===== src/rtl/simon_autoplayer_if.sv =====
// simon_autoplayer_if: game-facing signals of the Simon autoplayer.
// The master drives LEDs and enable; the slave answers with buttons.
interface simon_autoplayer_if;
  logic        enable;
  logic [3:0]  led;
  logic [15:0] ticks_per_milli;
  logic [3:0]  btn;
  logic        busy;
  logic        overflow;

  modport master (
    output enable,
    output led,
    output ticks_per_milli,
    input  btn,
    input  busy,
    input  overflow
  );

  modport slave (
    input  enable,
    input  led,
    input  ticks_per_milli,
    output btn,
    output busy,
    output overflow
  );
endinterface


===== src/rtl/simon_autoplayer.sv =====
// simon_autoplayer: records the step sequence shown on a Simon game's
// LEDs and replays it on the buttons once the LEDs go quiet.
module simon_autoplayer #(
  parameter int DEPTH     = 32,
  parameter int MIN_ON_MS = 20,
  parameter int IDLE_MS   = 300,
  parameter int PRESS_MS  = 200,
  parameter int GAP_MS    = 100
) (
  input  logic              clk,
  input  logic              rst,
  simon_autoplayer_if.slave bus
);
  localparam int LW   = $clog2(DEPTH + 1);
  localparam int IW   = (DEPTH > 1) ? $clog2(DEPTH) : 1;
  localparam int OW   = $clog2(MIN_ON_MS + 1);
  localparam int QW   = $clog2(IDLE_MS + 1);
  localparam int TMAX = (PRESS_MS > GAP_MS) ? PRESS_MS : GAP_MS;
  localparam int TW   = $clog2(TMAX + 1);

  localparam logic [LW-1:0] LEN_FULL   = LW'(DEPTH);
  localparam logic [OW-1:0] ON_MAX     = OW'(MIN_ON_MS);
  localparam logic [OW-1:0] ON_LAST    = OW'(MIN_ON_MS - 1);
  localparam logic [QW-1:0] Q_LAST     = QW'(IDLE_MS - 1);
  localparam logic [TW-1:0] PRESS_LAST = TW'(PRESS_MS - 1);
  localparam logic [TW-1:0] GAP_LAST   = TW'(GAP_MS - 1);

  typedef enum logic [1:0] {
    IDLE,
    LISTEN,
    PRESS,
    RELEASE
  } state_t;

  state_t          state, state_n;
  logic [LW-1:0]   len, len_n;
  logic [LW-1:0]   idx, idx_n;
  logic [OW-1:0]   on_cnt, on_n;
  logic [QW-1:0]   quiet_cnt, quiet_n;
  logic [TW-1:0]   tmr, tmr_n;
  logic            ovf_q, ovf_n;
  logic            busy_q, busy_n;
  logic [3:0]      btn_q, btn_n;
  logic            wr_en;
  logic [3:0]      prev_led;
  logic [1:0]      seq [DEPTH];
  logic [1:0]      seq_rd;

  logic [15:0]     pre_cnt;
  logic            ms_tick;
  logic [3:0]      led_m1;
  logic            led_onehot;
  logic [1:0]      led_code;

  assign ms_tick = (bus.ticks_per_milli <= 16'd1) ||
                   (pre_cnt == bus.ticks_per_milli - 16'd1);

  assign led_m1     = bus.led - 4'd1;
  assign led_onehot = (bus.led != 4'd0) &&
                      ((bus.led & led_m1) == 4'd0);
  assign led_code   = {bus.led[3] | bus.led[2],
                       bus.led[3] | bus.led[1]};

  assign bus.btn      = btn_q;
  assign bus.busy     = busy_q;
  assign bus.overflow = ovf_q;

  // free-running millisecond prescaler
  always_ff @(posedge clk) begin
    if (rst || ms_tick) pre_cnt <= '0;
    else                pre_cnt <= pre_cnt + 16'd1;
  end

  // last cycle's LEDs, to tell a steady LED from a fresh one
  always_ff @(posedge clk) begin
    if (rst) prev_led <= '0;
    else     prev_led <= bus.led;
  end

  // step buffer; contents are meaningless until written
  always_ff @(posedge clk) begin
    if (!rst && wr_en) seq[len[IW-1:0]] <= led_code;
  end

  // state, counters and registered outputs
  always_ff @(posedge clk) begin
    if (rst) begin
      state     <= IDLE;
      len       <= '0;
      idx       <= '0;
      on_cnt    <= '0;
      quiet_cnt <= '0;
      tmr       <= '0;
      ovf_q     <= 1'b0;
      busy_q    <= 1'b0;
      btn_q     <= '0;
    end else begin
      state     <= state_n;
      len       <= len_n;
      idx       <= idx_n;
      on_cnt    <= on_n;
      quiet_cnt <= quiet_n;
      tmr       <= tmr_n;
      ovf_q     <= ovf_n;
      busy_q    <= busy_n;
      btn_q     <= btn_n;
    end
  end

  // next state: record while listening, replay once quiet
  always_comb begin
    state_n = state;
    len_n   = len;
    idx_n   = idx;
    on_n    = on_cnt;
    quiet_n = quiet_cnt;
    tmr_n   = tmr;
    ovf_n   = ovf_q;
    wr_en   = 1'b0;
    seq_rd  = '0;
    busy_n  = 1'b0;
    btn_n   = '0;

    unique case (state)
      IDLE: begin
        len_n = '0;
        if (bus.enable) begin
          state_n = LISTEN;
          on_n    = '0;
          quiet_n = '0;
        end
      end

      LISTEN: begin
        if (bus.led == 4'd0) begin
          on_n = '0;
          if (len != '0 && ms_tick) begin
            if (quiet_cnt == Q_LAST) begin
              state_n = PRESS;
              idx_n   = '0;
              tmr_n   = '0;
              quiet_n = '0;
            end else begin
              quiet_n = quiet_cnt + QW'(1);
            end
          end
        end else begin
          quiet_n = '0;
          if (!led_onehot || bus.led != prev_led) begin
            on_n = '0;
          end else if (ms_tick && on_cnt != ON_MAX) begin
            on_n = on_cnt + OW'(1);
            if (on_cnt == ON_LAST) begin
              if (len == LEN_FULL) begin
                ovf_n = 1'b1;
              end else begin
                wr_en = 1'b1;
                len_n = len + LW'(1);
              end
            end
          end
        end
      end

      PRESS: begin
        if (ms_tick) begin
          if (tmr == PRESS_LAST) begin
            state_n = RELEASE;
            tmr_n   = '0;
          end else begin
            tmr_n = tmr + TW'(1);
          end
        end
      end

      RELEASE: begin
        if (ms_tick) begin
          if (tmr == GAP_LAST) begin
            tmr_n = '0;
            idx_n = idx + LW'(1);
            if (idx_n == len) begin
              state_n = LISTEN;
              len_n   = '0;
              on_n    = '0;
              quiet_n = '0;
            end else begin
              state_n = PRESS;
            end
          end else begin
            tmr_n = tmr + TW'(1);
          end
        end
      end

      default: state_n = IDLE;
    endcase

    if (!bus.enable) begin
      state_n = IDLE;
      len_n   = '0;
      idx_n   = '0;
      on_n    = '0;
      quiet_n = '0;
      tmr_n   = '0;
      wr_en   = 1'b0;
    end

    seq_rd = seq[idx_n[IW-1:0]];
    busy_n = (state_n == PRESS) || (state_n == RELEASE);
    btn_n  = (state_n == PRESS) ? (4'd1 << seq_rd) : 4'd0;
  end
endmodule

===== src/flat_wrapper.sv =====
// flat-port wrapper written by rule: the top's interface ports become plain ports
module simon_autoplayer_flat 
#(
  parameter int DEPTH     = 32,
  parameter int MIN_ON_MS = 20,
  parameter int IDLE_MS   = 300,
  parameter int PRESS_MS  = 200,
  parameter int GAP_MS    = 100
)
  (clk, rst, bus_enable, bus_led, bus_ticks_per_milli, bus_btn, bus_busy, bus_overflow);
  simon_autoplayer_if bus_i ();
  input  logic clk;
  input  logic rst;
  input wire logic [$bits(bus_i.enable)-1:0] bus_enable;
  input wire logic [$bits(bus_i.led)-1:0] bus_led;
  input wire logic [$bits(bus_i.ticks_per_milli)-1:0] bus_ticks_per_milli;
  output wire logic [$bits(bus_i.btn)-1:0] bus_btn;
  output wire logic [$bits(bus_i.busy)-1:0] bus_busy;
  output wire logic [$bits(bus_i.overflow)-1:0] bus_overflow;
  assign bus_i.enable = bus_enable;
  assign bus_i.led = bus_led;
  assign bus_i.ticks_per_milli = bus_ticks_per_milli;
  assign bus_btn = bus_i.btn;
  assign bus_busy = bus_i.busy;
  assign bus_overflow = bus_i.overflow;
  simon_autoplayer #(.DEPTH(DEPTH), .MIN_ON_MS(MIN_ON_MS), .IDLE_MS(IDLE_MS), .PRESS_MS(PRESS_MS), .GAP_MS(GAP_MS)) u_core (.clk(clk), .rst(rst), .bus(bus_i));
endmodule

===== config.mk =====
export PLATFORM = sky130hd
export DESIGN_NAME = simon_autoplayer_flat
export DESIGN_NICKNAME = d
export VERILOG_FILES = /design/src/rtl/simon_autoplayer_if.sv /design/src/rtl/simon_autoplayer.sv /design/src/flat_wrapper.sv
export SDC_FILE = /design/constraint.sdc
export NUM_CORES = 1
export LEC_CHECK = 0
export BUFFER_PORTS_ARGS = -buffer_cell sky130_fd_sc_hd__buf_2
export CAP_MARGIN = 15
export CORE_ASPECT_RATIO = 0.7
export CORE_MARGIN = 2
export CORE_UTILIZATION = 56
export DETAILED_ROUTE_END_ITERATION = 10
export PLACE_DENSITY = 0.84
export SLEW_MARGIN = 30
export SYNTH_ARGS = -nofsm -noshare
export SYNTH_HDL_FRONTEND = slang
export SYNTH_SLANG_ARGS = --single-unit

===== constraint.sdc =====
create_clock -name clk -period 3.7 [get_ports clk]
set_input_delay 0.555 -clock clk [delete_from_list [all_inputs] [get_ports clk]]
set_output_delay 0.555 -clock clk [all_outputs]
set_load 0.005 [all_outputs]

Yosys cells after proc, flatten, opt, wreduce, memory -nomap -nowiden. Memory sizes are Yosys's and may differ from the RTL's. Cells that the tools add are included.

Add/sub/neg operators: 8. $lt $le $gt $ge: 1. Equal/unequal tests: 28. Shifts and indexed selects: 1. Muxes and demuxes: 57. Bitwise logic cells: 7. Reductions and logical operators: 26.

Operators by type and width (count): $mux W6 (13); $mux W8 (7); $mux W9 (6); $mux W5 (7); $pmux W9 S3 (1); $pmux W8 S3 (1); $mux W2 (9); $ne A2 B1 Y1 const B (9); $pmux W6 S3 (1); $reduce_and A6 Y1 (3); $add A16 B1 Y16 const B (1); $eq A16 B16 Y1 (1); $le A16 B1 Y1 const B (1); $sub A16 B1 Y16 const B (1); $pmux W5 S3 (1); $add A6 B1 Y6 const B (2); $pmux W6 S2 (1); $reduce_and A5 Y1 (2); $add A9 B1 Y9 const B (1); $eq A9 B9 Y1 const B (1); $mux W1 (9); $reduce_and A9 Y1 (1); $add A8 B1 Y8 const B (1); $eq A2 B2 Y1 const B (4); other kinds (28) (44).

Register bits after elaboration: 62. Bits in writable memories: 64. Bits of input ports: 23. Output and inout port bits: 6. Logic and storage cells: 141. Memories kept: 1.

Memory list: u_core.seq (words 32, bits a word 2, rd ports 1, clocked after memory_dff 0, wr ports 1, RTL line simon_autoplayer.sv:46) `logic [1:0] seq [DEPTH];`.

Longest topological paths before layout. Gate-level depths: netlist of run 1.

Depth in word-level cells: 13. Depth in mapped cells: 16. Depth with buffers taken out: 14.

Least setup slack after synthesis of run 1. Ideal clock, no wire load.

Path type: input-to-reg. Start: input port bus_ticks_per_milli[2]. End: register u_core.btn_q[3] (netlist: u_core.bus.btn[3]). Library setup time: 0.132 ns. Data arrival time: 3.717 ns. Required time: 3.568 ns. Slack: -0.149 ns. Stages on the path: 13. Path buffers: 2. Cell sequence: buf_2 or4_1 buf_2 o21ai_0 and4bb_2 or3b_4 nor4b_4 o211ai_2 a21oi_2 mux4_1 a22oi_1 and4_4 nor3_1.

Word-level cells in the longest chain between the ends: 11. Elaborated cells on any way between the ends: 21. Classes of those cells: add/sub (1); order compare (1); eq/ne (2); shift (1); mux (11); bitwise (1); reduce/logical (3); memory (1).

Ends and longest elaborated chain: start: declaration (RTL line flat_wrapper.sv:16) `input wire logic [$bits(bus_i.ticks_per_milli)-1:0] bus_ticks_per_milli;`; $sub A16 B1 Y16 (RTL line simon_autoplayer.sv:56) `(pre_cnt == bus.ticks_per_milli - 16'd1);`; $eq A16 B16 Y1 (RTL line simon_autoplayer.sv:56); $logic_or A1 B1 Y1 * (RTL line simon_autoplayer.sv:55) `assign ms_tick = (bus.ticks_per_milli <= 16'd1) ||`; parallel branches: the longest is 8 deep, another holds $mem_v2 Z32 W2; end signal: assignment (RTL line simon_autoplayer.sv:106) `btn_q <= btn_n;`; end: declaration (RTL line simon_autoplayer.sv:43) `logic [3:0] btn_q, btn_n;`.

Every way passes the cells marked *. The select of a mux whose other input is x is not followed. A chain may end at the register's enable or synchronous reset.

Worst setup path after layout of run 1.
Start: input port bus_ticks_per_milli[4]. End: register u_core.btn_q[1] (netlist: u_core.bus.btn[1]).

Same word-level chain as after synthesis.

==> impl_metrics.ini, run 1 <==
[outcome]
outcome = finished with violations
violations = negative setup slack

[setup_path]
crit_family = simple AND/OR/NAND/NOR gates
max_stage_delay_ps = 590
endpoint_kind = register
cp_cell_sequence = buf_2, or4_4, o311a_1, a21oi_1, nor3_1, buf_4, nand4b_4, buf_4, a21boi_2, nor2_4, mux4_1, mux2i_1, o32ai_2, nor3_2, buf_4, nor3_2
arrival_ps = 4030
crit_fanout = 5
cp-start-kind = input pin
path_common_cell = buf_4
slowest_stage = or4_4
cp.required_ps = 4010
crit_buf_inv = 4
crit_type = input pin to register

[finish]
final_area_sq_mm = 0.00838
final_util_pct = 72.0
area_growth_pct = 25.9
antenna_cells_inserted = 0
nNetsFinal = 831
final_layout_size_suffix_gt1_share_pct = 25.6
finalNonFillerCells = 966

[synthesis]
synth_top_family_by_area = simple AND/OR/NAND/NOR gates
synth_warnings = 0
ys.flop_type = edfxtp_1
syn_area_per_cell_sq_um = 9.97
synth_edf_count = 64
synth_area_sq_mm = 0.00666
async_reset_ff_share_pct = 0
synthAdderAreaFrac_pct = 2.25
syn-num-nets = 703
synth-seq-cells = 126
synth_xor_area_share_pct = 7.89
ys_seq_area_share_pct = 47.5
syn_inst = 668
synth_cell_types = 74
synth_compound_area_share_pct = 11.0
muxShareOfSynthArea_pct = 4.34
yosys.area_share.simple_pct = 24.5

[drt]
dr.pass1.iters = 5
route.detailed.drc = 0
antenna_left = 0
viasPerCell = 6.08
drt_iter0_drc = 675
drt_wl_total_mm = 18.1
via_count = 5876
wl_per_cell_um = 18.7

[grt]
grt_antenna_before_repair = 0
gr-usage-all-layers_pct = 29.9
grt_max_degree = 33
grt_pass1_wl_mm = 29.4
overflow = 0
grt_pass1_vias = 5749

[sta]
skew_ps = 9.82
fin_crit_ps = 3720
slew_violations = 0
worst_slack_ps = -24.4
hold_viol = 0
hold-worst-slack_ps = 412
tightest_slew_ps = 616
finalCritPeriodShare_pct = 101
timing.setup.tns_ps = -48.7
relSlewSlack_pct = 58.9
max_freq_mhz = 268
setup_violations = 2
grt_setup_unrepaired = true

[worst_hold_path]
worstHoldPathType = input pin to register

[cts]
cts_buffers = 17
htreeDepth = 4
clkLatencyLatePin_ps = 420
tritoncts = done
cts_hold_buffers = 0
clk_path_buf_depth = 2
path_clk_slew_ps = 50
cts.sinks = 126
clock-root-buffer = clkbuf_16

[floorplanning]
die_y_um = 95.2
initial_utilization_pct = 57.2
core-area_sq_mm = 0.0116
io_pins = 29
chipWidth_um = 134
rows = 33
dieArea_sq_mm = 0.0128

[placement]
place_ws_ps = -480
dp_hpwl_mm = 12.6
port_buffers = 28
gp_congestion = 1.07
placed_area_sq_mm = 0.00763
place_inst = 930

[power]
ir_worst_vdd_uv = 339
p_per_area_mw_per_mm2 = 383
finalPower_mw = 3.21
power.leakage_nw = 3.29

[run]
cap_violations = 0
report_power, final:
part | switching (mW) | leakage, nW | internal (mW)
sequential | 0.00656 | 1.16 | 1.47
clock | 0.579 | 0.276 | 0.984
combinational | 0.0925 | 1.85 | 0.0722
total | 0.678 | 3.29 | 2.53
registers in the layout, summed over array words and instances, names as in the netlist, 2 cells and up:
register          flops
u_core.idx            6
u_core.quiet_cnt      9
u_core.tmr            8
u_core.prev_led       4
u_core.on_cnt         5
u_core.state          2
u_core.len            6
u_core.bus.btn        4
u_core.seq           64
u_core.pre_cnt       16
layer usage:
metal / track usage, % / vias to the layer above / share of wire (%)
met5: 0 / - / 0
met4: 10.9 / 0 / 2.0
met3: 8.61 / 45 / 11
met2: 46.7 / 321 / 45
met1: 40.2 / 2807 / 42
li1: - / 2703 / -
Yosys cell counts (8+ instances only):
master / n / area share [%]
nor2b_1: 12 / 1.1
nor3_1: 17 / 1.3
xor2_1: 33 / 4.3
clkbuf_1: 12 / 0.68
nand4_1: 15 / 1.4
and3_1: 12 / 1.1
a22oi_1: 8 / 0.90
ha_1: 12 / 2.3
inv_1: 12 / 0.68
edfxtp_1: 64 / 29
nand3_1: 25 / 1.9
dfxtp_1: 62 / 19
mux2i_1: 21 / 3.2
nor4_1: 11 / 1.0
or3_1: 10 / 0.94
xnor2_1: 27 / 3.6
o21ai_0: 22 / 1.7
a21oi_1: 22 / 1.7
nor2_1: 111 / 6.3
nand2_1: 50 / 2.8
kinds of logic (layout without fill, tap and decap cells):
group / count (synthesis) / count (layout)
AOI/OAI and AO/OA: 102 / 102
xor gates and xnor gates: 60 / 60
adders and majority gates: 12 / 12
buffers and inverters: 34 / 175
DFF: 126 / 126
muxes: 24 / 24
and+or+nand+nor: 310 / 310
repair_timing:
action                                  4_1_cts  5_1_grt
endpoints found under the setup margin        3       13
gates resized for setup                       5       26
pin swaps                                     5       17
setup buffers                                 3        2
endpoints found under the hold margin         0        0
layout by cell type (no fill, tap or decap), types with 5 or more instances in the layout:
cell type	n
inv_1	12
edfxtp_1	64
nand3_1	25
o21ai_0	20
nor2b_1	12
mux2i_1	21
or3_1	10
ha_1	12
clkbuf_16	18
nor3_1	15
xnor2_1	26
nand4_1	15
buf_2	26
buf_4	101
a21oi_1	21
or2_2	5
nor2_1	110
and3_1	11
clkbuf_1	5
a22oi_1	6
nor4_1	9
xor2_1	33
dfxtp_1	62
nand2_1	50
clkbuf_8	5
final timing paths:
path	depth (start not counted)	end	slack, ps	start
max reg2reg	15	u_core.bus.btn[1]$_SDFF_PP0_	70	u_core.quiet_cnt[0]$_SDFFE_PP0P_
min reg2reg	2	u_core.idx[5]$_SDFFE_PP0P_	510	u_core.idx[5]$_SDFFE_PP0P_
min	2	u_core.prev_led[0]$_SDFF_PP0_	410	bus_led[0]
max	16	u_core.bus.btn[1]$_SDFF_PP0_	-20	bus_ticks_per_milli[4]
cell type report:
cell class / instances / area (sq um)
Sequential cell: 126 / 3160
Clock inverter: 4 / 26.3
Multi-Input combinational cell: 508 / 3480
Fill cell: 790 / 3260
Inverter: 13 / 48.8
Clock buffer: 28 / 538
Timing Repair Buffer: 130 / 926
Tap cell: 157 / 196
No activity file was read; power rests on OpenSTA's default activity.
==> run 2: changes to the inputs <==
--- a/config.mk
+++ b/config.mk
@@ -9,9 +9,9 @@
 export CAP_MARGIN = 15
 export CORE_ASPECT_RATIO = 0.7
 export CORE_MARGIN = 2
-export CORE_UTILIZATION = 56
+export CORE_UTILIZATION = 35
 export DETAILED_ROUTE_END_ITERATION = 10
-export PLACE_DENSITY = 0.84
+export PLACE_DENSITY = 0.6
 export SLEW_MARGIN = 30
 export SYNTH_ARGS = -nofsm -noshare
 export SYNTH_HDL_FRONTEND = slang
==> impl_metrics.ini, run 2 (same netlist as run 1, synthesis figures left out) <==
[setup_path]
slowest_stage = or4_4
ff2ff_setup_slack_ps = 120
crit_family = simple AND/OR/NAND/NOR gates
cp-start-kind = input pin
arrival_ps = 4020
cp.required_ps = 4040
cp_cell_sequence = buf_6, or4_4, o21ai_1, and4bb_2, or3b_4, nor4b_4, o211ai_2, a21oi_4, buf_6, mux4_2, mux2i_1, o32ai_2, nor3_2, nor3b_2
path_common_cell = buf_6
endpoint_kind = register
crit_buf_inv = 2
crit_fanout = 6
crit_type = input pin to register
max_stage_delay_ps = 590

[sta]
tightest_slew_ps = 610
slew_violations = 0
grt_setup_unrepaired = true
skew_ps = 9.74
relSlewSlack_pct = 59.4
setup_violations = 0
max_freq_mhz = 272
finalCritPeriodShare_pct = 99.4
hold-worst-slack_ps = 404
worst_slack_ps = 21.9
hold_viol = 0
fin_crit_ps = 3680

[finish]
final_common_cell = nor2_1
antenna_cells_inserted = 0
area_growth_pct = 28.5
largest_reg_flops = 64
final_area_sq_mm = 0.00856
fillers = 1777
final_cell_mix = 109 x nor2_1, 106 x buf_4, 64 x edfxtp_1
final_layout_size_suffix_gt1_share_pct = 27.9
nNetsFinal = 837

[floorplanning]
die_y_um = 119
chipWidth_um = 169
rows = 42
initial_utilization_pct = 35.5
dieArea_sq_mm = 0.0202
io_pins = 29
core-area_sq_mm = 0.0188

[grt]
grtUsageMet3_pct = 4.29
use_met2_pct = 23.3
overflow = 0
grt_antenna_before_repair = 0
grt-busiest-layer = met1
grt_pass1_vias = 5119
met1_usage_pct = 29.0
grt_max_degree = 33
grt_pass1_wl_mm = 27.7
gr-usage-all-layers_pct = 17.9

[drt]
drt_wl_total_mm = 17.4
wl_per_cell_um = 16.5
antenna_left = 0
dr.pass1.iters = 5
viasPerCell = 5.21
via_count = 5512
drt_iter0_drc = 457
route.detailed.drc = 0

[cts]
tritoncts = done
clk_path_buf_depth = 2
path_clk_slew_ps = 60
clock-root-buffer = clkbuf_16
htreeDepth = 4
clkLatencyLatePin_ps = 420
cts.sinks = 126
cts_buffers = 17

[power]
p_per_area_mw_per_mm2 = 380
power.leakage_nw = 3.29
power_frac_clock_pct = 49.6
ir_worst_vdd_uv = 257
p_int_mw = 2.50
p_comb_share_pct = 5.0
p_switching_mw = 0.748
pwr-share-seq_pct = 45.4
switching_share_pct = 23.0
finalPower_mw = 3.25

[placement]
dp_hpwl_mm = 12.7
placed_area_sq_mm = 0.00778
place_ws_ps = -471
port_buffers = 28
gp_congestion = 0.915

[run]
cap_violations = 0

[outcome]
outcome = finished, final reports clean

[worst_hold_path]
worstHoldPathType = input pin to register
-- run 2: cell types whose count changed in the layout (fill, tap and decap cells not counted), moves of 2 or more --
cell      before  now
buf_4        101  106
clkbuf_1       5    0
nor4_2         1    5
clkbuf_8       5    2
clkinv_2       2    5
nor4_1         9    6
buf_6          2    4
inv_4          0    2
mux4_1         2    0
mux4_2         1    3
nand3_1       25   23
nand3_2        0    2
-- run 2: per-stage QoR --
| stage | util [%] | std cells | setup TNS [ps] |
|---|---|---|---|
| after floorplan | - | 668 | -269 |
| after global placement | 41.4 | 1019 | -4340 |
| after detailed placement | 41.4 | 1019 | -5790 |
| after CTS | 44.5 | 1051 | 0 |
| after global routing | 45.6 | 1057 | -533 |
| final | 45.6 | 1057 | 0 |
-- run 2: final cells by class --
cell class	instances	area [sq um]	area share (%)
Timing Repair Buffer	136	986	11.5
Multi-Input combinational cell	508	3490	40.8
Tap cell	242	303	3.54
Sequential cell	126	3160	37.0
Clock buffer	19	453	5.29
Inverter	13	48.8	0.570
Clock inverter	13	113	1.32
-- run 2: what timing repair did --
action / CTS / global route
setup buffers: 0 / 6
gates resized for setup: 2 / 33
pin swaps: 0 / 13
hold buffers: 0 / 0
setup endpoints to repair: 3 / 6
-- run 2: worst paths after layout --
check                                                 startpoint                                to  depth (start not counted)
worst min register to register  u_core.bus.overflow$_SDFFE_PP0P_  u_core.bus.overflow$_SDFFE_PP0P_                          2
worst max register to register      u_core.pre_cnt[2]$_SDFF_PP0_      u_core.bus.btn[2]$_SDFF_PP0_                         13
worst max-delay path                      bus_ticks_per_milli[3]      u_core.bus.btn[2]$_SDFF_PP0_                         14
worst min-delay path                                  bus_led[2]     u_core.prev_led[2]$_SDFF_PP0_                          2
-- run 2: layer usage --
metal | vias up | share of wire [%]
met5 | - | 0
met3 | 10 | 7.4
met2 | 172 | 39
li1 | 2701 | -
met4 | 0 | 0.75
met1 | 2629 | 53
-- run 2: power groups by stage --
stage                     Clock, mW  Sequential (mW)  Combinational (mW)
final                          1.61             1.48               0.164
after CTS                      1.64             1.48               0.155
after detailed placement          0             1.51               0.153
after global placement            0             1.50               0.153
after global routing           1.71             1.48               0.179
after floorplan                   0             1.51              0.0721
